<file path="src/rtl/kairo_decode_stage.sv">
// RV32IM/Zicsr decode stage: combinational decode of the fetch bundle captured into a
// two-entry (main + skid) buffer so the output bundle and IN_READY are both registered.
module kairo_decode_stage #(
    parameter int PC_WIDTH     = 32,
    parameter int ENABLE_M     = 1,
    parameter int ENABLE_ZICSR = 1
) (
    input  logic                clk,
    input  logic                rst_n,
    input  logic                flush,
    input  logic                in_valid,
    output logic                in_ready,
    input  logic [PC_WIDTH-1:0] in_pc,
    input  logic [31:0]         in_inst,
    output logic                out_valid,
    input  logic                out_ready,
    output logic [PC_WIDTH-1:0] out_pc,
    output logic [3:0]          out_class,
    output logic [3:0]          out_func,
    output logic [4:0]          out_rd,
    output logic [4:0]          out_rs1,
    output logic [4:0]          out_rs2,
    output logic [31:0]         out_imm,
    output logic [11:0]         out_csr,
    output logic                out_ill
);

    localparam logic [6:0] OPC_OP     = 7'b0110011;
    localparam logic [6:0] OPC_OPIMM  = 7'b0010011;
    localparam logic [6:0] OPC_LUI    = 7'b0110111;
    localparam logic [6:0] OPC_AUIPC  = 7'b0010111;
    localparam logic [6:0] OPC_JAL    = 7'b1101111;
    localparam logic [6:0] OPC_JALR   = 7'b1100111;
    localparam logic [6:0] OPC_BRANCH = 7'b1100011;
    localparam logic [6:0] OPC_LOAD   = 7'b0000011;
    localparam logic [6:0] OPC_STORE  = 7'b0100011;
    localparam logic [6:0] OPC_FENCE  = 7'b0001111;
    localparam logic [6:0] OPC_SYSTEM = 7'b1110011;

    localparam logic [3:0] CLS_ALU     = 4'd0;
    localparam logic [3:0] CLS_ALUI    = 4'd1;
    localparam logic [3:0] CLS_LUI     = 4'd2;
    localparam logic [3:0] CLS_AUIPC   = 4'd3;
    localparam logic [3:0] CLS_JAL     = 4'd4;
    localparam logic [3:0] CLS_JALR    = 4'd5;
    localparam logic [3:0] CLS_BRANCH  = 4'd6;
    localparam logic [3:0] CLS_LOAD    = 4'd7;
    localparam logic [3:0] CLS_STORE   = 4'd8;
    localparam logic [3:0] CLS_MULDIV  = 4'd9;
    localparam logic [3:0] CLS_FENCE   = 4'd10;
    localparam logic [3:0] CLS_SYSTEM  = 4'd11;
    localparam logic [3:0] CLS_CSR     = 4'd12;
    localparam logic [3:0] CLS_ILLEGAL = 4'd15;

    typedef struct packed {
        logic [PC_WIDTH-1:0] pc;
        logic [3:0]          cls;
        logic [3:0]          func;
        logic [4:0]          rd;
        logic [4:0]          rs1;
        logic [4:0]          rs2;
        logic [31:0]         imm;
        logic [11:0]         csr;
        logic                ill;
    } bundle_t;

    logic [6:0]  opcode_s;
    logic [4:0]  rd_s;
    logic [2:0]  f3_s;
    logic [4:0]  rs1_s;
    logic [4:0]  rs2_s;
    logic [6:0]  f7_s;
    logic [31:0] imm_i_s;
    logic [31:0] imm_s_s;
    logic [31:0] imm_b_s;
    logic [31:0] imm_u_s;
    logic [31:0] imm_j_s;
    logic        legal_s;
    bundle_t     dec_s;

    bundle_t main_r;
    bundle_t skid_r;
    logic    main_valid_r;
    logic    skid_valid_r;
    logic    in_ready_r;
    bundle_t main_n_s;
    bundle_t skid_n_s;
    logic    main_valid_n_s;
    logic    skid_valid_n_s;
    logic    in_fire_s;
    logic    out_fire_s;

    assign opcode_s = in_inst[6:0];
    assign rd_s     = in_inst[11:7];
    assign f3_s     = in_inst[14:12];
    assign rs1_s    = in_inst[19:15];
    assign rs2_s    = in_inst[24:20];
    assign f7_s     = in_inst[31:25];
    assign imm_i_s  = {{20{in_inst[31]}}, in_inst[31:20]};
    assign imm_s_s  = {{20{in_inst[31]}}, in_inst[31:25], in_inst[11:7]};
    assign imm_b_s  = {{19{in_inst[31]}}, in_inst[31], in_inst[7], in_inst[30:25], in_inst[11:8], 1'b0};
    assign imm_u_s  = {in_inst[31:12], 12'h000};
    assign imm_j_s  = {{11{in_inst[31]}}, in_inst[31], in_inst[19:12], in_inst[20], in_inst[30:21], 1'b0};

    // Instruction decode and legality; illegal encodings collapse to a zeroed ILLEGAL bundle.
    always_comb begin
        dec_s    = '0;
        dec_s.pc = in_pc;
        legal_s  = 1'b0;
        case (opcode_s)
            OPC_OP: begin
                dec_s.rd  = rd_s;
                dec_s.rs1 = rs1_s;
                dec_s.rs2 = rs2_s;
                if (f7_s == 7'b0000000) begin
                    legal_s    = 1'b1;
                    dec_s.cls  = CLS_ALU;
                    dec_s.func = {1'b0, f3_s};
                end else if (f7_s == 7'b0100000 && (f3_s == 3'b000 || f3_s == 3'b101)) begin
                    legal_s    = 1'b1;
                    dec_s.cls  = CLS_ALU;
                    dec_s.func = {1'b1, f3_s};
                end else if (f7_s == 7'b0000001 && ENABLE_M != 0) begin
                    legal_s    = 1'b1;
                    dec_s.cls  = CLS_MULDIV;
                    dec_s.func = {1'b0, f3_s};
                end else begin
                    legal_s = 1'b0;
                end
            end
            OPC_OPIMM: begin
                dec_s.cls = CLS_ALUI;
                dec_s.rd  = rd_s;
                dec_s.rs1 = rs1_s;
                dec_s.imm = imm_i_s;
                if (f3_s == 3'b001) begin
                    legal_s    = (f7_s == 7'b0000000);
                    dec_s.func = {1'b0, f3_s};
                end else if (f3_s == 3'b101) begin
                    legal_s    = (f7_s == 7'b0000000) || (f7_s == 7'b0100000);
                    dec_s.func = {f7_s[5], f3_s};
                end else begin
                    legal_s    = 1'b1;
                    dec_s.func = {1'b0, f3_s};
                end
            end
            OPC_LUI, OPC_AUIPC: begin
                legal_s   = 1'b1;
                dec_s.cls = (opcode_s == OPC_LUI) ? CLS_LUI : CLS_AUIPC;
                dec_s.rd  = rd_s;
                dec_s.imm = imm_u_s;
            end
            OPC_JAL: begin
                legal_s   = 1'b1;
                dec_s.cls = CLS_JAL;
                dec_s.rd  = rd_s;
                dec_s.imm = imm_j_s;
            end
            OPC_JALR: begin
                legal_s   = (f3_s == 3'b000);
                dec_s.cls = CLS_JALR;
                dec_s.rd  = rd_s;
                dec_s.rs1 = rs1_s;
                dec_s.imm = imm_i_s;
            end
            OPC_BRANCH: begin
                legal_s    = (f3_s != 3'b010) && (f3_s != 3'b011);
                dec_s.cls  = CLS_BRANCH;
                dec_s.func = {1'b0, f3_s};
                dec_s.rs1  = rs1_s;
                dec_s.rs2  = rs2_s;
                dec_s.imm  = imm_b_s;
            end
            OPC_LOAD: begin
                legal_s    = (f3_s != 3'b011) && (f3_s != 3'b110) && (f3_s != 3'b111);
                dec_s.cls  = CLS_LOAD;
                dec_s.func = {1'b0, f3_s};
                dec_s.rd   = rd_s;
                dec_s.rs1  = rs1_s;
                dec_s.imm  = imm_i_s;
            end
            OPC_STORE: begin
                legal_s    = (f3_s == 3'b000) || (f3_s == 3'b001) || (f3_s == 3'b010);
                dec_s.cls  = CLS_STORE;
                dec_s.func = {1'b0, f3_s};
                dec_s.rs1  = rs1_s;
                dec_s.rs2  = rs2_s;
                dec_s.imm  = imm_s_s;
            end
            OPC_FENCE: begin
                legal_s    = (f3_s == 3'b000) || (f3_s == 3'b001);
                dec_s.cls  = CLS_FENCE;
                dec_s.func = {1'b0, f3_s};
            end
            OPC_SYSTEM: begin
                if (f3_s == 3'b000) begin
                    dec_s.cls = CLS_SYSTEM;
                    if (rs1_s != 5'd0 || rd_s != 5'd0) begin
                        legal_s = 1'b0;
                    end else if (in_inst[31:20] == 12'h000) begin
                        legal_s    = 1'b1;
                        dec_s.func = 4'd0;
                    end else if (in_inst[31:20] == 12'h001) begin
                        legal_s    = 1'b1;
                        dec_s.func = 4'd1;
                    end else if (in_inst[31:20] == 12'h302) begin
                        legal_s    = 1'b1;
                        dec_s.func = 4'd2;
                    end else begin
                        legal_s = 1'b0;
                    end
                end else if (f3_s == 3'b100) begin
                    legal_s = 1'b0;
                end else begin
                    // CSR*I forms carry a 5-bit zero-extended immediate in the rs1 field
                    legal_s    = (ENABLE_ZICSR != 0);
                    dec_s.cls  = CLS_CSR;
                    dec_s.func = {1'b0, f3_s};
                    dec_s.rd   = rd_s;
                    dec_s.csr  = in_inst[31:20];
                    if (f3_s[2]) begin
                        dec_s.imm = {27'd0, rs1_s};
                    end else begin
                        dec_s.rs1 = rs1_s;
                    end
                end
            end
            default: begin
                legal_s = 1'b0;
            end
        endcase
        if (!legal_s) begin
            dec_s     = '0;
            dec_s.pc  = in_pc;
            dec_s.cls = CLS_ILLEGAL;
            dec_s.ill = 1'b1;
        end else begin
            dec_s.ill = 1'b0;
        end
    end

    assign in_fire_s  = in_valid & in_ready_r;
    assign out_fire_s = main_valid_r & out_ready;

    // Next state of the main/skid buffer pair.
    always_comb begin
        main_n_s       = main_r;
        skid_n_s       = skid_r;
        main_valid_n_s = main_valid_r;
        skid_valid_n_s = skid_valid_r;
        if (flush) begin
            main_valid_n_s = 1'b0;
            skid_valid_n_s = 1'b0;
        end else if (!main_valid_r || out_fire_s) begin
            if (skid_valid_r) begin
                main_n_s       = skid_r;
                main_valid_n_s = 1'b1;
                skid_valid_n_s = 1'b0;
            end else if (in_fire_s) begin
                main_n_s       = dec_s;
                main_valid_n_s = 1'b1;
            end else begin
                main_valid_n_s = 1'b0;
            end
        end else begin
            if (in_fire_s) begin
                skid_n_s       = dec_s;
                skid_valid_n_s = 1'b1;
            end else begin
                skid_valid_n_s = skid_valid_r;
            end
        end
    end

    // Buffer registers with synchronous active-low reset.
    always_ff @(posedge clk) begin
        if (!rst_n) begin
            main_r       <= '0;
            skid_r       <= '0;
            main_valid_r <= 1'b0;
            skid_valid_r <= 1'b0;
            in_ready_r   <= 1'b0;
        end else begin
            main_r       <= main_n_s;
            skid_r       <= skid_n_s;
            main_valid_r <= main_valid_n_s;
            skid_valid_r <= skid_valid_n_s;
            in_ready_r   <= !skid_valid_n_s;
        end
    end

    assign in_ready  = in_ready_r;
    assign out_valid = main_valid_r;
    assign out_pc    = main_r.pc;
    assign out_class = main_r.cls;
    assign out_func  = main_r.func;
    assign out_rd    = main_r.rd;
    assign out_rs1   = main_r.rs1;
    assign out_rs2   = main_r.rs2;
    assign out_imm   = main_r.imm;
    assign out_csr   = main_r.csr;
    assign out_ill   = main_r.ill;

endmodule

</file>
<file path="config.mk">
export PLATFORM = sky130hd
export DESIGN_NAME = kairo_decode_stage
export DESIGN_NICKNAME = d
export VERILOG_FILES = /design/src/rtl/kairo_decode_stage.sv
export SDC_FILE = /design/constraint.sdc
export NUM_CORES = 1
export LEC_CHECK = 0
export BUFFER_PORTS_ARGS = -buffer_cell sky130_fd_sc_hd__buf_2
export CAP_MARGIN = 20
export CELL_PAD_IN_SITES_DETAIL_PLACEMENT = 1
export CELL_PAD_IN_SITES_GLOBAL_PLACEMENT = 2
export CORE_MARGIN = 1.5
export CORE_UTILIZATION = 30
export CTS_CLUSTER_DIAMETER = 30
export DETAILED_ROUTE_END_ITERATION = 16
export PLACE_DENSITY_LB_ADDON = 0.05
export SYNTH_ARGS = -nofsm -noshare
export SYNTH_HDL_FRONTEND = slang
export SYNTH_SLANG_ARGS = --single-unit
</file>
<file path="constraint.sdc">
create_clock -name clk -period 2.5 [get_ports clk]
set_clock_uncertainty 0.2 [all_clocks]
set_input_delay 0.5 -clock clk [delete_from_list [all_inputs] [get_ports clk]]
set_output_delay 0.5 -clock clk [all_outputs]
set_load 0.01 [all_outputs]
</file>
==> qor.yml <==
sta:
  finalMaxSlewViolations: 0
  finalSetupViolations: 0
  fmax_mhz: 433.2
  finalCriticalPeriod_ps: 2308
  hold_viol: 0
  fin_crit_sh_pct: 92.33
  hold_ws_ps: 21.30
  worstMarginPinSlew_ps: 842.8
  rsz0062_at_grt: "false"
  slew-limit-headroom_pct: 42.36
floorplan:
  die_w_um: 179.7
  row_count: 64
  die_h_um: 179.7
  dieArea_mm2: 0.03229
  start_util_pct: 30.54
  io_pins: 171
  core_area_mm2: 0.03067
setup_path:
  cp-startpoint: "in_inst[15]"
  end_kind: "flip-flop"
  critPathMaxFanout: 30
  crit_path_frequent_cell: "buf_4"
  reg2reg_depth: 6
  rrSetupSlack_ps: 450
  path_class: "input port to flip-flop"
  startpoint_type: "input port"
  r2r-start: "in_ready"
  r2r_end: "out_rs2[3]"
  crit_required_ps: 2790
  worstPathArrival_ps: 2600
  path_cells: "buf_2, nor4_1, buf_4, and4_1, o2111ai_1, buf_4, a41oi_4, buf_12, nand3_1, a21oi_1"
  max_stage_delay_ps: 410
  slowest_stage: "nor4_1"
yosys:
  yosysTopAreaCellShare_pct: 43.39
  yosysWarningCount: 0
  synth_ff_type: "dfxtp_1"
  netlist-cell-type-count: 61
  syn-cell-area_mm2: 0.009366
  synth_most_common_cell: "dfxtp_1"
  syn_avg_cell_area_um2: 8.416
  synth_edf_count: 0
  synth-async-reset-ratio_pct: 0
  synth_area_leader_cell: "dfxtp_1"
  synth_common_cells: "dfxtp_1 (203), nand2_1 (196), clkbuf_1 (78)"
  syn-instance-count: 1113
  yosys_register_bits: 203
  yosysSeqAreaShare_pct: 43.39
  yosys-top-cells-area: "dfxtp_1 (43%), nand2_1 (7.9%), a21boi_0 (5.5%)"
  syn_nets: 1182
clocking:
  worstSkewPairLatency_ps: 570
  cts_tree: "built"
  cts_hold_buffers: 30
  post_cts_buffers: 0
  cts.sinks: 203
  htreeDepth: 2
  cts_buffer_depth: 3
  clock-root-buffer: "clkbuf_16"
  cts_resized: 0
  cts_made_buffers: 59
  path_clk_slew_ps: 40
global_route:
  grt.overflow.total: 0
  grt_pass1_vias: 9790
  grt_max_degree: 135
  grt.total_usage_pct: 21.85
  antenna_found_initial: 0
  grt_pass1_wl_mm: 56.75
pwr:
  p_per_area_mw_per_mm2: 855.7
  power.leakage_nw: 6.043
  finalPower_mw: 11.77
  peakVddDrop_mv: 0.4601
hold_path:
  min_path_type: "input port to flip-flop"
  min_to: "skid_r[88]"
  hp-start: "in_pc[20]"
  min_path_cells: 3
detailed_routing:
  drtPass1Iterations: 5
  route.detailed.drc: 0
  via_count: 9485
  wl_mm: 35.54
  ant_nets: 0
  via_per_inst: 5.197
  drt_iter0_drc: 481
  wl_per_cell_um: 19.48
finish:
  nets: 1452
  diodes: 0
  area_growth_pct: 46.82
  drive_above_1_share_pct: 28.55
placed_design:
  dp_hpwl_mm: 23.26
  numPortBuffers: 170
  place_congestion: 0.8892
job:
  maxCapViolCount: 0
status:
  status: "finished, final reports clean"
cells by family (layout without fill, tap and decap cells):
kind of cell | after synthesis | in the layout | synth area share [%]
AO/OA/AOI/OAI | 356 | 356 | 27.61
XOR/XNOR | 1 | 1 | 0.09352
buffers and inverters | 123 | 439 | 5.357
flip-flops | 203 | 203 | 43.39
multiplexers | 34 | 34 | 3.633
AND/OR/NAND/NOR | 396 | 396 | 19.92
report_power, final:
part | switching (mW) | internal (mW)
Clock | 2.14 | 5.48
Sequential | 0.0407 | 3.33
Combinational | 0.441 | 0.339
layer usage:
layer,up-vias,track usage (%),share of wire [%]
met1,4646,29.39,48
met5,-,0,0
met3,48,3.647,3.8
met2,204,36.28,47
li1,4587,-,-
met4,0,5.467,1.4
final cells by class:
type	count	area [um^2]
sequential	203	4068
tap	396	495.5
clock buffer	85	1745
timing repair buffer	322	2248
clock inverter	22	325.3
inverter	10	37.54
multi-input combinational	787	4832
fill	3545	16920
metrics by stage:
stage | utilization [%] | std cells | setup WS [ps] | setup TNS [ps] | area (um^2)
after floorplan | - | 1113 | 38.24 | 0 | 9366
after global placement | 37.11 | 1688 | -339.8 | -16980 | 11380
after detailed placement | 37.11 | 1688 | -352.1 | -24090 | 11380
after CTS | 44.84 | 1825 | 221.8 | 0 | 13750
after global routing | 44.84 | 1825 | 78.02 | 0 | 13750
final | 44.84 | 1825 | 191.7 | 0 | 13750
cells in the final DEF, fill, tap and decap left out, types with 3 or more instances in the layout:
master / Yosys / layout
clkbuf_16: 0 / 60
mux2i_1: 34 / 34
nand2_1: 196 / 195
or3_1: 5 / 4
a22o_1: 13 / 13
o21ai_2: 5 / 5
a21boi_0: 69 / 69
a21oi_1: 44 / 44
nor3_1: 14 / 12
nor4_1: 7 / 7
nand3b_1: 6 / 6
nor2b_1: 8 / 8
clkbuf_1: 78 / 10
a31oi_1: 12 / 12
a21boi_1: 3 / 3
buf_4: 3 / 108
buf_12: 0 / 14
a221oi_1: 27 / 27
bufinv_16: 0 / 7
buf_2: 23 / 169
inv_1: 10 / 10
nand2b_1: 5 / 5
o21ai_0: 76 / 76
a32oi_1: 14 / 14
nand4_1: 16 / 16
clkinv_2: 0 / 13
nand3_1: 52 / 52
o31ai_1: 5 / 5
nor2_1: 46 / 46
o211a_1: 45 / 45
and2_1: 16 / 15
a21o_1: 9 / 9
dfxtp_1: 203 / 202
a2111oi_0: 3 / 3
clkbuf_8: 0 / 15
nand4b_1: 8 / 8
o211ai_1: 16 / 16
dlygate4sd3_1: 0 / 30
worst max path at each step:
| stage | end | slack, ps | depth (start not counted) |
|---|---|---|---|
| after floorplan | out_rs2[0] | 40 | 7 |
| after global placement | out_func[2] | -340 | 9 |
| after detailed placement | out_imm[8] | -350 | 10 |
| after CTS | out_rd[2] | 220 | 10 |
| after global routing | out_rd[2] | 80 | 10 |
| final | out_rd[2] | 190 | 10 |
worst max-delay path, delay by kind of cell:
| family | cells | cell delay (ps) |
|---|---|---|
| AND/OR/NAND/NOR | 3 | 720 |
| buffers and inverters | 4 | 760 |
| AO/OA/AOI/OAI | 3 | 580 |
state kept, by name (all words and copies together), names as in the netlist:
name and cells:
out_csr 12, in_ready 1, skid_r 100, out_imm 32, out_pc 32, skid_valid_r 1
out_ill 1, out_func 4, out_rs1 5, out_class 4, out_rd 5, out_rs2 5
out_valid 1
Power figures use the tool's default switching activity.
